==> config.mk <==
export PLATFORM = sky130hd
export DESIGN_NAME = chaos_snd_gen
export DESIGN_NICKNAME = d
export VERILOG_FILES = /design/src/rtl/chaos_snd_gen.sv
export SDC_FILE = /design/constraint.sdc
export NUM_CORES = 1
export LEC_CHECK = 0
export CAP_MARGIN = 20
export CORE_MARGIN = 1.5
export CORE_UTILIZATION = 40
export CTS_CLUSTER_DIAMETER = 150
export DETAILED_ROUTE_END_ITERATION = 7
export GPL_TIMING_DRIVEN = 1
export HOLD_SLACK_MARGIN = 0.15
export SLEW_MARGIN = 20
export SYNTH_ARGS = -nofsm -noshare
export SYNTH_HDL_FRONTEND = slang
export SYNTH_SLANG_ARGS = --single-unit
==> constraint.sdc <==
create_clock -name clk -period 27.6 [get_ports clk]
set_input_delay 2.76 -clock clk [delete_from_list [all_inputs] [get_ports clk]]
set_output_delay 2.76 -clock clk [all_outputs]
set_load 0.01 [all_outputs]
==> src/rtl/chaos_snd_gen.sv <==
// ---------------------------------------------------------------------------
// chaos_snd_gen
//
// Chaotic-map sonifier. A fixed-point map iterates once every ITER_LEN
// cycles. The map is logistic by default, or tent when built with
// CHAOS_SND_TENT_EN. Each new x retunes one of N_OSC square-wave NCOs in
// round-robin order. The map parameter r sweeps slowly upward and either
// wraps or ping-pongs at its limits. The NCO outputs are summed and
// sigma-delta modulated onto one PWM pin.
//
// Build option:
//   CHAOS_SND_TENT_EN  defined: mode 01 selects the tent map.
//                      undefined: no tent datapath; mode 01 == logistic.
//
// Ports:
//   clk       in   clock
//   reset     in   synchronous, active-high reset
//   mode      in   [1:0] 00 logistic, 01 tent, 10 hold, 11 logistic
//   pingpong  in   1: sweep reverses at r limits, 0: sweep wraps
//   r_load    in   one-cycle strobe, load r from r_in (clamped)
//   r_in      in   [FRAC+1:0] r to load, 2.FRAC format
//   r_out     out  [FRAC+1:0] current r
//   x_out     out  [FRAC-1:0] current x, 0.FRAC format
//   x_valid   out  one-cycle pulse on the cycle x_out takes a new value.
//                  There is no back-pressure: each pulse is a one-shot
//                  event that a consumer must capture on that cycle.
//   snd       out  PWM audio
// ---------------------------------------------------------------------------
module chaos_snd_gen #(
    parameter int N_OSC      = 4,
    parameter int FRAC       = 8,
    parameter int ITER_LEN   = 100,
    parameter int R_INC      = 1000,
    parameter int PHASE_BITS = 12,
    parameter int PHASE_DIV  = 64,
    parameter int LO_INC     = 2,
    parameter int HI_INC     = 12
) (
    input  logic            clk,
    input  logic            reset,
    input  logic [1:0]      mode,
    input  logic            pingpong,
    input  logic            r_load,
    input  logic [FRAC+1:0] r_in,
    output logic [FRAC+1:0] r_out,
    output logic [FRAC-1:0] x_out,
    output logic            x_valid,
    output logic            snd
);

    localparam int RW = FRAC + 2;          // r width, 2.FRAC
    localparam int XW = FRAC + 3;          // raw map result before clamping
    localparam int LW = 3 * FRAC + 3;      // full logistic product
    localparam int FW = PHASE_BITS + FRAC; // frequency scaling product
    localparam int IW = $clog2(ITER_LEN);
    localparam int SW = (R_INC > 1) ? $clog2(R_INC) : 1;
    localparam int DW = (PHASE_DIV > 1) ? $clog2(PHASE_DIV) : 1;
    localparam int NW = $clog2(N_OSC);
    localparam int AW = $clog2(2 * N_OSC) + 1;

    localparam logic [RW-1:0]   R_MIN  = RW'((1 << FRAC) + (1 << (FRAC - 4)));
    localparam logic [RW-1:0]   R_MAX  = RW'((1 << RW) - 1);
    localparam logic [FRAC-1:0] X_INIT = FRAC'(1 << (FRAC - 1));
    localparam logic [FRAC-1:0] X_MAX  = FRAC'((1 << FRAC) - 1);
    localparam logic [FRAC:0]   X_ONE  = (FRAC+1)'(1 << FRAC);
    localparam logic [1:0]      MODE_HOLD = 2'b10;

    // State
    logic [IW-1:0]         r_iter;
    logic [RW-1:0]         r_rval;
    logic [FRAC-1:0]       r_x;
    logic                  r_xv;
    logic [SW-1:0]         r_sw;
    logic                  r_dir;     // 0 up, 1 down
    logic [NW-1:0]         r_fidx;
    logic [DW-1:0]         r_div;
    logic [AW-1:0]         r_acc;
    logic                  r_snd;
    logic [PHASE_BITS-1:0] r_freq  [N_OSC];
    logic [PHASE_BITS-1:0] r_phase [N_OSC];

    // Iteration timing
    logic w_iter_end;
    logic w_do_iter;
    logic w_div_tick;
    assign w_iter_end = (r_iter == IW'(ITER_LEN - 1));
    assign w_do_iter  = w_iter_end && (mode != MODE_HOLD);
    assign w_div_tick = (r_div == DW'(PHASE_DIV - 1));

    // Logistic map: r * x * (1 - x), full-width product before the shift
    logic [FRAC:0] w_x_cmp;
    logic [LW-1:0] w_log_prod;
    logic [XW-1:0] w_log_res;
    logic [XW-1:0] w_map_res;
    assign w_x_cmp    = X_ONE - {1'b0, r_x};
    assign w_log_prod = LW'(r_rval) * LW'(r_x) * LW'(w_x_cmp);
    assign w_log_res  = XW'(w_log_prod >> (2 * FRAC));

`ifdef CHAOS_SND_TENT_EN
    // Tent map with mu = r/2: the extra shift by one folds in the halving.
    localparam int TW = 2 * FRAC + 3;
    localparam logic [1:0] MODE_TENT = 2'b01;
    logic [FRAC:0] w_x_min;
    logic [TW-1:0] w_tent_prod;
    logic [XW-1:0] w_tent_res;
    assign w_x_min     = ({1'b0, r_x} < w_x_cmp) ? {1'b0, r_x} : w_x_cmp;
    assign w_tent_prod = TW'(r_rval) * TW'(w_x_min);
    assign w_tent_res  = XW'(w_tent_prod >> (FRAC + 1));
    assign w_map_res   = (mode == MODE_TENT) ? w_tent_res : w_log_res;
`else
    assign w_map_res   = w_log_res;
`endif

    // Clamp away from 0 so the map can never lock onto the zero fixed point.
    logic [FRAC-1:0] w_x_next;
    always_comb begin
        w_x_next = w_map_res[FRAC-1:0];
        if (w_map_res == '0) begin
            w_x_next = FRAC'(1);
        end else if (w_map_res > XW'(X_MAX)) begin
            w_x_next = X_MAX;
        end
    end

    // New NCO increment derived from the new x
    logic [FW-1:0]         w_freq_prod;
    logic [PHASE_BITS-1:0] w_freq_new;
    assign w_freq_prod = FW'(HI_INC - LO_INC) * FW'(w_x_next);
    assign w_freq_new  = PHASE_BITS'(LO_INC) + PHASE_BITS'(w_freq_prod >> FRAC);

    // Sweep step. Finer steps above r = 3.0 where the map is most chaotic.
    // A down direction only counts while pingpong is set, so clearing
    // pingpong sends the next step upward.
    logic [RW-1:0] w_step;
    logic [RW:0]   w_r_up;
    logic [RW:0]   w_r_dn;
    logic [RW-1:0] w_r_swept;
    logic          w_dir_swept;
    always_comb begin
        w_step      = (r_rval[FRAC+1:FRAC] == 2'b11) ? RW'(1) : RW'(4);
        w_r_up      = {1'b0, r_rval} + {1'b0, w_step};
        w_r_dn      = {1'b0, r_rval} - {1'b0, w_step};
        w_r_swept   = r_rval;
        w_dir_swept = r_dir;
        if (r_dir && pingpong) begin
            if (w_r_dn < {1'b0, R_MIN}) begin
                w_r_swept   = R_MIN;
                w_dir_swept = 1'b0;
            end else begin
                w_r_swept   = w_r_dn[RW-1:0];
                w_dir_swept = 1'b1;
            end
        end else if (w_r_up > {1'b0, R_MAX}) begin
            w_r_swept   = pingpong ? R_MAX : R_MIN;
            w_dir_swept = pingpong;
        end else begin
            w_r_swept   = w_r_up[RW-1:0];
            w_dir_swept = 1'b0;
        end
    end

    // r_in can never exceed R_MAX (all ones), so only the low side clamps.
    logic [RW-1:0] w_r_load_val;
    assign w_r_load_val = (r_in < R_MIN) ? R_MIN : r_in;

    // Oscillator outputs and their population count
    logic [AW-1:0] w_pop;
    logic [AW-1:0] w_acc_sum;
    always_comb begin
        w_pop = '0;
        for (int i = 0; i < N_OSC; i++) begin
            w_pop = w_pop + AW'(r_phase[i][PHASE_BITS-1]);
        end
    end
    assign w_acc_sum = r_acc + w_pop;

    always_ff @(posedge clk) begin
        if (reset) begin
            r_iter <= '0;
            r_rval <= R_MIN;
            r_x    <= X_INIT;
            r_xv   <= 1'b0;
            r_sw   <= '0;
            r_dir  <= 1'b0;
            r_fidx <= '0;
            r_div  <= '0;
            r_acc  <= '0;
            r_snd  <= 1'b0;
            for (int i = 0; i < N_OSC; i++) begin
                r_freq[i]  <= PHASE_BITS'(LO_INC);
                r_phase[i] <= '0;
            end
        end else begin
            r_xv <= 1'b0;

            // Iteration counter free-runs in every mode, including hold.
            if (w_iter_end) begin
                r_iter <= '0;
            end else begin
                r_iter <= r_iter + IW'(1);
            end

            if (w_do_iter) begin
                r_x  <= w_x_next;
                r_xv <= 1'b1;
                r_freq[r_fidx] <= w_freq_new;
                r_fidx <= (r_fidx == NW'(N_OSC - 1)) ? '0 : r_fidx + NW'(1);
                if (r_sw == SW'(R_INC - 1)) begin
                    r_sw   <= '0;
                    r_rval <= w_r_swept;
                    r_dir  <= w_dir_swept;
                end else begin
                    r_sw <= r_sw + SW'(1);
                end
            end

            // Placed after the sweep so a coinciding step is overridden.
            if (r_load) begin
                r_rval <= w_r_load_val;
                r_sw   <= '0;
            end

            // Shared NCO phase divider
            if (w_div_tick) begin
                r_div <= '0;
                for (int i = 0; i < N_OSC; i++) begin
                    r_phase[i] <= r_phase[i] + r_freq[i];
                end
            end else begin
                r_div <= r_div + DW'(1);
            end

            // First-order sigma-delta: duty of snd tracks popcount / N_OSC.
            if (w_acc_sum >= AW'(N_OSC)) begin
                r_snd <= 1'b1;
                r_acc <= w_acc_sum - AW'(N_OSC);
            end else begin
                r_snd <= 1'b0;
                r_acc <= w_acc_sum;
            end
        end
    end

    assign r_out   = r_rval;
    assign x_out   = r_x;
    assign x_valid = r_xv;
    assign snd     = r_snd;

endmodule

==> reports/qor.yml, run 1 <==
status: "complete, no violations"
totalWireLength_um: 33600
finalMaxSlewViolations: 0
critPathMaxStageDelay_ns: 0.76
min_path_type: "reg -> reg"
finalClockSkew_ns: 0.0113
worst_pin_slew_ns: 1.04
crit_fanout: 17
final_core_util_pct: 44.8
grt_overflow: 0
post_cts_buffers: 0
r2r_setup_slack_ns: 14.93
wl_per_cell_um: 16.1
coreArea_um2: 34600
start_util_pct: 40.8
rows: 68
fin_crit_ns: 12.67
synth.cell_area_um2: 14100
dominantRegCellSynth: "edfxtp_1"
dp_hpwl_um: 26200
period_share_pct: 45.9
path_class: "reg -> reg"
cellPowerDensity_nw_per_um2: 31.1
async_reset_ff_share_pct: 0
critical_path_arrival_ns: 12.82
drt_iter0_markers: 608
cts_buffer_depth: 2
yosys-top-cells-area: "fa_1, edfxtp_1, ha_1"
cp.buffers_inverters: 4
grt_max_degree: 49
synth_top_area_cell: "fa_1"
yosysTopAreaCellShare_pct: 23.7
drt_first_pass_iters: 5
gp_congestion: 0.875
syn_inst: 1615
grt_pass1_vias: 11500
critical_path.top_delay_family: "adder cells"
tritoncts: "built"
via_per_inst: 5.22
cap_violations: 0
setup_tns_ns: 0
die_area_um2: 36500
cpMostUsedCell: "fa_1"
whs_ns: 0.448
pre_cts_slack_ns: 15.00
postRouteAntennaNets: 0
die_w_um: 191
max_slew_margin_pct: 30.3
dp.cells: 2060
h-tree-depth: 4
diodes: 0
rsz0062_at_grt: "no"
drc_errors: 0
max_clock_freq_ghz: 0.0789
clk_latency_ns: 0.41
critPathSlowestCell: "dfxtp_1"
cts_hold_buf: 0
syn2layout_area_growth_pct: 9.67
cts-root-buf: "clkbuf_16"
clk_pin_slew_ns: 0.06
drive_gt1_share_pct: 3.54
hold_viol_final: 0
io_pins: 36
cts_buffers: 17
clock_sinks: 118
grt_pass1_wl_um: 58200
cp-start-kind: "flop"
ys_ff_latch: 118
yosysWarnings: 0
fin_ws_ns: 14.93
synth-edff-count: 68
port_buffers: 35
required_ns: 27.75
ys_seq_area_share_pct: 21.5
synth_cell_types: 69
end_kind: "flop"
grt_antenna_before_repair: 0
layoutNonFillerInstCount: 2092
synth.avg_cell_area_um2: 8.75
p_leak_nw: 7.03
die_h_um: 191
layout.nets: 1931
track_usage_pct: 19.9
ir_drop_mv: 0.0603
ctsResizeCount: 0
setup_viol: 0
vias: 10900
==> area by class of cell <==
class	instances	area (um^2)
fill	3367	19100
timing repair buffer	45	425
clock buffer	18	429
multi-input combinational	1218	10000
clock inverter	14	159
inverter	224	841
tap	455	569
sequential	118	3040
==> through the flow <==
step / total power, W / instance area (um^2)
after floorplan: 0.000245 / 14100
after global placement: 0.000262 / 14900
after detailed placement: 0.000263 / 14900
after CTS: 0.000487 / 15500
after global routing: 0.000504 / 15500
final: 0.000482 / 15500
==> state kept, by name, indices dropped and copies added, names as in the netlist <==
name,flops
r_phase,48
r_freq,20
r_out,10
r_sw,10
x_out,8
r_iter,7
r_div,6
r_acc,4
r_fidx,2
r_dir,1
snd,1
x_valid,1
==> final timing paths <==
check                             start                    endpoint  depth (start not counted)
hold reg to reg     r_div[0]$_SDFF_PP0_         r_div[0]$_SDFF_PP0_                          1
setup reg to reg  x_out[5]$_SDFFE_PP0P_  r_freq[0][3]$_SDFFCE_PN0P_                         41
setup / recovery  x_out[5]$_SDFFE_PP0P_  r_freq[0][3]$_SDFFCE_PN0P_                         41
hold / removal      r_div[0]$_SDFF_PP0_         r_div[0]$_SDFF_PP0_                          1
==> logic make-up (layout without fill, tap and decap cells) <==
logic type	count (synthesis)	after routing	share of synthesized area, %
AOI/OAI and AO/OA	216	216	9.58
muxes	1	1	0.0708
buffers and inverters	282	301	7.58
adders and majority gates	291	291	34.6
xor gates and xnor gates	85	85	5.27
other	1	4	0.0265
and+or+nand+nor	621	621	21.3
DFF	118	118	21.5
==> synthesized netlist by cell type (2+ instances only) <==
| library cell | count |
|---|---|
| nand3_1 | 25 |
| o21bai_1 | 2 |
| or3_1 | 18 |
| nor4b_1 | 3 |
| o221ai_1 | 2 |
| ha_1 | 124 |
| and4_1 | 2 |
| o31ai_1 | 5 |
| or4_1 | 2 |
| nand4b_1 | 2 |
| o22ai_1 | 3 |
| o21ai_1 | 2 |
| nand4_1 | 19 |
| a2111oi_0 | 2 |
| a22oi_1 | 4 |
| fa_1 | 167 |
| nand3b_1 | 3 |
| nor2_1 | 174 |
| nor2b_1 | 27 |
| a311oi_1 | 3 |
| a21oi_1 | 59 |
| dfxtp_1 | 50 |
| edfxtp_1 | 68 |
| nor3_1 | 34 |
| a211oi_1 | 7 |
| inv_1 | 223 |
| a21o_1 | 33 |
| clkbuf_1 | 52 |
| o21a_1 | 4 |
| a31oi_1 | 9 |
| o211ai_1 | 8 |
| nand2b_1 | 15 |
| xor2_1 | 43 |
| xnor2_1 | 42 |
| buf_2 | 4 |
| o21ai_0 | 54 |
| nor4_1 | 11 |
| and2_1 | 83 |
| nand2_1 | 172 |
| a211o_1 | 5 |
| or2_2 | 11 |
| and3_1 | 11 |
| a221oi_1 | 2 |
==> where the power goes <==
group          switching, W  internal [W]  leakage [nW]
Clock             0.0000811      0.000141         0.276
Sequential       0.00000744      0.000192          1.09
Combinational     0.0000350     0.0000254          5.66
Total              0.000123      0.000358          7.03
==> cells in the final DEF, fill, tap and decap left out, types with 5 or more instances in the layout <==
| master | count |
|---|---|
| dfxtp_1 | 50 |
| clkinv_1 | 5 |
| nor2_1 | 174 |
| a31oi_1 | 9 |
| a211oi_1 | 7 |
| o31ai_1 | 5 |
| or3_1 | 18 |
| xor2_1 | 43 |
| nor4_1 | 11 |
| buf_4 | 10 |
| nand3_1 | 25 |
| or2_2 | 11 |
| a21oi_1 | 59 |
| o21ai_0 | 54 |
| xnor2_1 | 42 |
| ha_1 | 124 |
| edfxtp_1 | 68 |
| nand4_1 | 19 |
| clkdlybuf4s50_1 | 35 |
| nor2b_1 | 27 |
| nor3_1 | 34 |
| and2_1 | 83 |
| a211o_1 | 5 |
| inv_1 | 223 |
| nand2_1 | 171 |
| and3_1 | 11 |
| a21o_1 | 33 |
| o211ai_1 | 8 |
| clkbuf_16 | 17 |
| fa_1 | 167 |
| nand2b_1 | 15 |
==> routing by layer <==
layer,global-route usage [%],up-vias,wire length [um]
li1,-,5288,-
met1,26.8,5375,15700
met2,33.4,199,15900
met3,1.85,52,1030
met4,6.90,0,979
met5,0,-,0
==> worst register-to-register path, delay by kind of cell, from the launching register on <==
family	cells	cell delay (ns)
buffers and inverters	4	0.22
AO/OA/AOI/OAI	10	2.06
AND/OR/NAND/NOR	12	2.76
flip-flops	1	0.76
adder cells (fa/ha/maj)	13	5.72
XOR/XNOR	2	0.91
Power figures use the tool's default switching activity.
==> run 2, diff against run 1 <==
==> constraint.sdc (replaced) <==
create_clock -name clk -period 10.8 [get_ports clk]
set_input_delay 1.08 -clock clk [delete_from_list [all_inputs] [get_ports clk]]
set_output_delay 1.08 -clock clk [all_outputs]
set_load 0.01 [all_outputs]
==> run 2 against run 1 <==
  * Critical path depth rose by 4
  * Setup slack got worse by 15 ns
  * Clock-buffer cell count fell by 1
  * Total power rose to 2.7 times the previous value
  * Non-clock buffer count rose by 143
  * Combinational power rose to 3.5 times the previous value
  * Clock skew fell by 0.0015 ns
  * Utilization rose by 5.2 points
  * Largest cell class unchanged
  * Critical path type unchanged
  * First-iteration DRC count fell by 15%
  * Critical endpoint is now r_freq[0][2]$_SDFFCE_PN0P_
  * Sequential cell count did not move
  * Die area did not move
  * Final cell count rose by 6.8%
==> reports/qor.yml, run 2 (same netlist as run 1, synthesis figures left out) <==
startpoint: "r_out[2]$_SDFFE_PP0P_"
die_w_um: 191  # unchanged
finalClockSkew_ns: 0.00987  # -0.00145 ns
fin_ws_ns: 0.0828  # -14.84 ns
layoutNonFillerInstCount: 2235  # +6.8%
end_kind: "flop"
final_core_util_pct: 50.0  # +5.2 points
max_clock_freq_ghz: 0.0933  # +18%
cts_buffers: 17  # unchanged
crit_fanout: 8  # -9
totalWireLength_um: 36000  # +7.3%
coreArea_um2: 34600  # unchanged
track_usage_pct: 20.7  # +0.84 points
grt_pass1_wl_um: 59800  # +2.7%
comb_power_share_pct: 16.5  # +4.0 points
drt_first_pass_iters: 6  # +1
syn2layout_area_growth_pct: 22.5
grt_overflow: 0  # unchanged
critPathSlowestCell: "or4_4"
die_area_um2: 36500  # unchanged
postRouteAntennaNets: 0  # unchanged
critPathCapture: "r_freq[0][2]$_SDFFCE_PN0P_"
cellPowerDensity_nw_per_um2: 74.5  # +140%
setup_tns_ns: 0  # unchanged
port_buffers: 35  # unchanged
cap_violations: 0  # unchanged
final_cell_mix: "inv_1, nor2_1, nand2_1, fa_1, buf_4"
ir_drop_mv: 0.120  # +99%
drive_gt1_share_pct: 17.7  # +14 points
fin_crit_ns: 10.72  # -1.96 ns
finalMaxSlewViolations: 0  # unchanged
period_share_pct: 99.2  # +53 points
top_regs: "r_phase: 48 flops, r_freq: 20 flops"
via_per_inst: 5.08  # -2.6%
drc_errors: 0  # unchanged
io_pins: 36  # unchanged
clock_sinks: 118  # unchanged
r2r-start: "r_out[2]$_SDFFE_PP0P_"
min_path_type: "reg -> reg"
p_leak_nw: 7.82  # +11%
largest_reg_flops: 48  # unchanged
vias: 11400  # +4.0%
path_depth: 45  # +9.8%
diodes: 0  # unchanged
max_slew_margin_pct: 29.9  # -0.40 points
critical_path_arrival_ns: 10.93  # -1.89 ns
power.share.switching_pct: 26.1  # +0.51 points
regMostFlops: "r_phase"
intPower_w: 0.000953  # +170%
worst_pin_slew_ns: 1.04  # +0.00592 ns
start_util_pct: 40.8  # unchanged
r2r_setup_slack_ns: 0.08  # -14.84 ns
hold_viol_final: 0  # unchanged
p_sw_w: 0.000337  # +170%
clk_latency_ns: 0.41  # about the same
grt_antenna_before_repair: 0  # unchanged
gp_congestion: 0.897  # +2.6%
cts_buffer_depth: 2  # unchanged
worstHoldPathCells: 1  # unchanged
rsz0062_at_grt: "yes"
path_class: "reg -> reg"
critical_path.top_delay_family: "adder cells"
power_frac_seq_pct: 38.8  # -2.6 points
cp-start-kind: "flop"
worst_r2r_path_depth: 45  # +9.8%
drt_iter0_markers: 514  # -15%
setup_viol: 0  # unchanged
dp_hpwl_um: 28500  # +8.6%
clk_pin_slew_ns: 0.06  # about the same
critPathMaxStageDelay_ns: 0.55  # -0.21 ns
cpMostUsedCell: "fa_1"
die_h_um: 191  # unchanged
status: "complete, no violations"
cp.buffers_inverters: 8  # +4
dp.cells: 2184  # +6.0%
rows: 68  # unchanged
h-tree-depth: 4  # unchanged
wl_per_cell_um: 16.1  # +0.39%
grt_pass1_vias: 11600  # +0.93%
tritoncts: "built"
grt_max_degree: 49  # unchanged
final_common_cell: "inv_1"
r2r_end: "r_freq[0][2]$_SDFFCE_PN0P_"
required_ns: 11.02  # -16.73 ns
cts-root-buf: "clkbuf_16"
pre_cts_slack_ns: -0.227  # -15.22 ns
power_frac_clock_pct: 44.7  # -1.4 points
layout.nets: 2074  # +7.4%
## run 2: cell types whose count changed in the layout (fill, tap and decap cells not counted), sizes merged
cell | previous run | this run
inv | 224 | 226
buf | 10 | 153
clkinv | 8 | 7
clkbuf | 18 | 17
## run 2: power groups by stage
stage          Combinational [W]  Sequential (W)  Clock [W]
2_1_floorplan           0.000129        0.000510          0
3_3_place_gp            0.000193        0.000512          0
3_5_place_dp            0.000193        0.000512          0
4_1_cts                 0.000203        0.000502   0.000587
5_1_grt                 0.000236        0.000503   0.000605
6_report                0.000213        0.000501   0.000576
## run 2: area by class of cell
type	count	area, um^2
Clock inverter	15	179
Timing Repair Buffer	188	1520
Tap cell	455	569
Sequential cell	118	3090
Clock buffer	17	425
Inverter	224	846
Fill cell	3218	17300
Multi-Input combinational cell	1218	10700
## run 2: through the flow
stage / power, W / area, um^2 / hold slack [ns]
2_1_floorplan: 0.000639 / 14600 / 0.418
3_3_place_gp: 0.000704 / 16100 / 0.430
3_5_place_dp: 0.000706 / 16100 / 0.440
4_1_cts: 0.00129 / 17000 / 0.449
5_1_grt: 0.00134 / 17300 / 0.465
6_report: 0.00129 / 17300 / 0.450
## run 2: layer usage
metal	share of wire, %	global-route usage, %	up-vias
met1	46	28.1	5524
li1	-	-	5584
met5	0	0	-
met2	49	35.3	209
met3	3.5	1.71	35
met4	1.8	5.91	0
## run 2: worst min-delay path by stage
stage	from	to	slack (ns)
after floorplan	r_div[0]$_SDFF_PP0_	r_div[0]$_SDFF_PP0_	0.42
after global placement	r_div[0]$_SDFF_PP0_	r_div[0]$_SDFF_PP0_	0.43
after detailed placement	r_div[0]$_SDFF_PP0_	r_div[0]$_SDFF_PP0_	0.44
after CTS	r_div[0]$_SDFF_PP0_	r_div[0]$_SDFF_PP0_	0.45
after global routing	r_div[0]$_SDFF_PP0_	r_div[0]$_SDFF_PP0_	0.46
final	r_div[0]$_SDFF_PP0_	r_div[0]$_SDFF_PP0_	0.45
## run 2: worst register-to-register path, delay by kind of cell (launching register included)
family / cells / cell delay [ns]
xor+xnor: 1 / 0.13
compound gates: 12 / 2.35
flops: 1 / 0.37
fa+ha+maj: 13 / 4.81
simple gates: 11 / 2.22
buf+inv: 8 / 0.65
## run 2: timing repair
item                                   in CTS  in global routing
endpoints found under the hold margin       0                  0
hold buffers                                0                  0
pin swaps                                  26                 54
resized for setup                          46                 68
cloned                                      0                  0
setup endpoints to repair                   8                 16
setup buffers                              10                 11
==> run 3, diff against run 2 <==
--- a/config.mk
+++ b/config.mk
@@ -12,7 +12,8 @@
 export DETAILED_ROUTE_END_ITERATION = 7
 export GPL_TIMING_DRIVEN = 1
 export HOLD_SLACK_MARGIN = 0.15
-export SLEW_MARGIN = 20
+export SKIP_CTS_REPAIR_TIMING = 1
+export SLEW_MARGIN = 10
 export SYNTH_ARGS = -nofsm -noshare
 export SYNTH_HDL_FRONTEND = slang
 export SYNTH_SLANG_ARGS = --single-unit
==> run 3 against run 2 <==
  * The run now ends with setup timing left
  * Total power increased by 0.18%
  * Setup slack worse by 0.21 ns
  * Maximum frequency fell by 1.9%
  * Sequential share of layout area is 0.15 points lower
  * Non-clock buffer count increased by 5
  * Critical endpoint is now r_freq[2][3]$_SDFFCE_PN0P_
  * Largest power group unchanged
==> reports/qor.yml, run 3 (same netlist as run 1, synthesis figures left out) <==
grt_overflow: 0  # unchanged
cp-start-kind: "flop"
coreArea_um2: 34600  # unchanged
hold_path_end: "r_div[0]$_SDFF_PP0_"
p_leak_nw: 7.85  # +0.29%
rsz0062_at_grt: "yes"
h-tree-depth: 4  # unchanged
use_met2_pct: 35.0  # -0.26 points
power_frac_clock_pct: 44.6  # about the same
cts-root-buf: "clkbuf_16"
r2r_setup_slack_ns: -0.13  # -0.21 ns
grt_pass1_wl_um: 59500  # -0.52%
end_kind: "flop"
p_sw_w: 0.000339  # +0.51%
r2r-start: "x_out[2]$_SDFFE_PP0P_"
setup_viol: 8  # +8
layout.nets: 2079  # +0.24%
track_usage_pct: 20.6  # -0.11 points
die_w_um: 191  # unchanged
critPathSlowestCell: "fa_2"
cap_violations: 0  # unchanged
worstHoldPathCells: 1  # unchanged
cts_buffers: 17  # unchanged
worst_r2r_path_depth: 45  # unchanged
hold_viol_final: 0  # unchanged
dp_hpwl_um: 28500  # unchanged
wl_per_cell_um: 16.2  # +0.32%
diodes: 0  # unchanged
power.share.switching_pct: 26.2  # +0.088 points
regMostFlops: "r_phase"
tritoncts: "built"
intPower_w: 0.000953  # about the same
drc_errors: 0  # unchanged
final_common_cell: "inv_1"
via_per_inst: 5.10  # +0.47%
rows: 68  # unchanged
max_clock_freq_ghz: 0.0915  # -1.9%
min_path_type: "reg -> reg"
finalClockSkew_ns: 0.00973  # -0.000147 ns
grt_max_degree: 49  # unchanged
max_slew_margin_pct: 30.2  # +0.25 points
crit_fanout: 8  # unchanged
ir_drop_mv: 0.120  # about the same
drt_iter0_markers: 565  # +9.9%
critical_path_arrival_ns: 11.08  # +0.15 ns
syn2layout_area_growth_pct: 23.3
cts_buffer_depth: 2  # unchanged
die_h_um: 191  # unchanged
grt_pass1_vias: 11500  # -0.40%
min_from: "r_div[0]$_SDFF_PP0_"
final_cell_mix: "inv_1, nor2_1, nand2_1, fa_1, buf_4"
power_frac_seq_pct: 38.8  # about the same
grt_most_used_layer: "met2"
clock_sinks: 118  # unchanged
status: "finished with violations"
fin_crit_ns: 10.93  # +0.209 ns
drive_gt1_share_pct: 18.8  # +1.1 points
io_pins: 36  # unchanged
start_util_pct: 40.8  # unchanged
period_share_pct: 101  # +1.9 points
required_ns: 10.96  # -0.06 ns
postRouteAntennaNets: 0  # unchanged
critPathMaxStageDelay_ns: 0.58  # +0.03 ns
final_core_util_pct: 50.3  # +0.34 points
setup_tns_ns: -0.605  # -0.605 ns
use_met1_pct: 28.1  # -0.048 points
clk_pin_slew_ns: 0.06  # about the same
top_regs: "r_phase: 48 flops, r_freq: 20 flops"
fin_ws_ns: -0.126  # -0.209 ns
dp.cells: 2184  # unchanged
die_area_um2: 36500  # unchanged
cpMostUsedCell: "fa_1"
vias: 11400  # +0.70%
path_class: "reg -> reg"
violations: "setup timing"
fill_cells: 3204  # -0.44%
layoutNonFillerInstCount: 2240  # +0.22%
cellPowerDensity_nw_per_um2: 74.1  # -0.50%
gr-usage-met3_pct: 1.74  # +0.037 points
worst_pin_slew_ns: 1.04  # -0.00374 ns
clk_latency_ns: 0.41  # about the same
port_buffers: 35  # unchanged
multi_input_area_um2: 10700  # +0.61%
drt_first_pass_iters: 7  # +1
comb_power_share_pct: 16.6  # about the same
totalWireLength_um: 36200  # +0.54%
r2r_end: "r_freq[2][3]$_SDFFCE_PN0P_"
finalMaxSlewViolations: 0  # unchanged
register_area_um2: 3090  # -0.16%
largest_reg_flops: 48  # unchanged
gp_congestion: 0.897  # unchanged
grt_antenna_before_repair: 0  # unchanged
run 3: cell count changes in the layout (fill, tap and decap cells not counted), moves of 3 or more:
cell | previous run | this run
buf_6 | 6 | 12
fa_1 | 162 | 157
fa_2 | 5 | 10
inv_1 | 211 | 206
inv_2 | 10 | 16
nand2_1 | 166 | 163
nand2_2 | 5 | 8
o21ai_0 | 44 | 48
o21ai_1 | 12 | 7
run 3: worst max-delay path by stage:
stage	from	end	cells after the start
floorplan	x_out[7]$_SDFFE_PP1P_	r_freq[1][3]$_SDFFCE_PN0P_	48
global placement	r_out[2]$_SDFFE_PP0P_	r_freq[1][3]$_SDFFCE_PN0P_	45
detailed placement	x_out[4]$_SDFFE_PP0P_	r_freq[1][3]$_SDFFCE_PN0P_	45
CTS	x_out[4]$_SDFFE_PP0P_	r_freq[1][3]$_SDFFCE_PN0P_	45
global route	r_out[2]$_SDFFE_PP0P_	r_freq[2][3]$_SDFFCE_PN0P_	47
finish	x_out[2]$_SDFFE_PP0P_	r_freq[2][3]$_SDFFCE_PN0P_	45
run 3: power by group through the flow:
stage | Combinational, W | Clock [W] | Sequential (W)
floorplan | 0.000129 | 0 | 0.000510
global placement | 0.000193 | 0 | 0.000512
detailed placement | 0.000193 | 0 | 0.000512
CTS | 0.000196 | 0.000587 | 0.000503
global route | 0.000237 | 0.000605 | 0.000503
finish | 0.000214 | 0.000577 | 0.000501
run 3: layout make-up:
class | instances | share of cell area [%]
well taps | 455 | 3.27
inverters | 224 | 4.84
flip-flops and latches | 118 | 17.7
clock buffers | 17 | 2.44
multi-input cells | 1218 | 61.6
clock inverters | 15 | 1.03
repair buffers | 193 | 9.07
run 3: per-stage QoR:
stage	area (um^2)	worst slack, ns	power (W)	hold WS, ns
3_5_place_dp	16100	-0.227	0.000706	0.440
6_report	17400	-0.126	0.00129	0.450
2_1_floorplan	14600	-0.00183	0.000639	0.418
5_1_grt	17400	-0.424	0.00135	0.465
3_3_place_gp	16100	-0.264	0.000704	0.430
4_1_cts	16700	-0.320	0.00129	0.449
run 3: critical path, delay by kind of cell (launching register included):
kind / cells / cell delay (ns)
adder cells (fa/ha/maj): 13 / 5.40
buffers and inverters: 11 / 1.03
AO/OA/AOI/OAI: 11 / 2.18
AND/OR/NAND/NOR: 8 / 1.38
XOR/XNOR: 2 / 0.32
flip-flops: 1 / 0.37
run 3: per-layer routing:
layer,vias to the layer above,part of all wire (%)
met2,207,49
met1,5591,46
met3,39,2.9
met4,0,1.7
li1,5594,-
met5,-,0
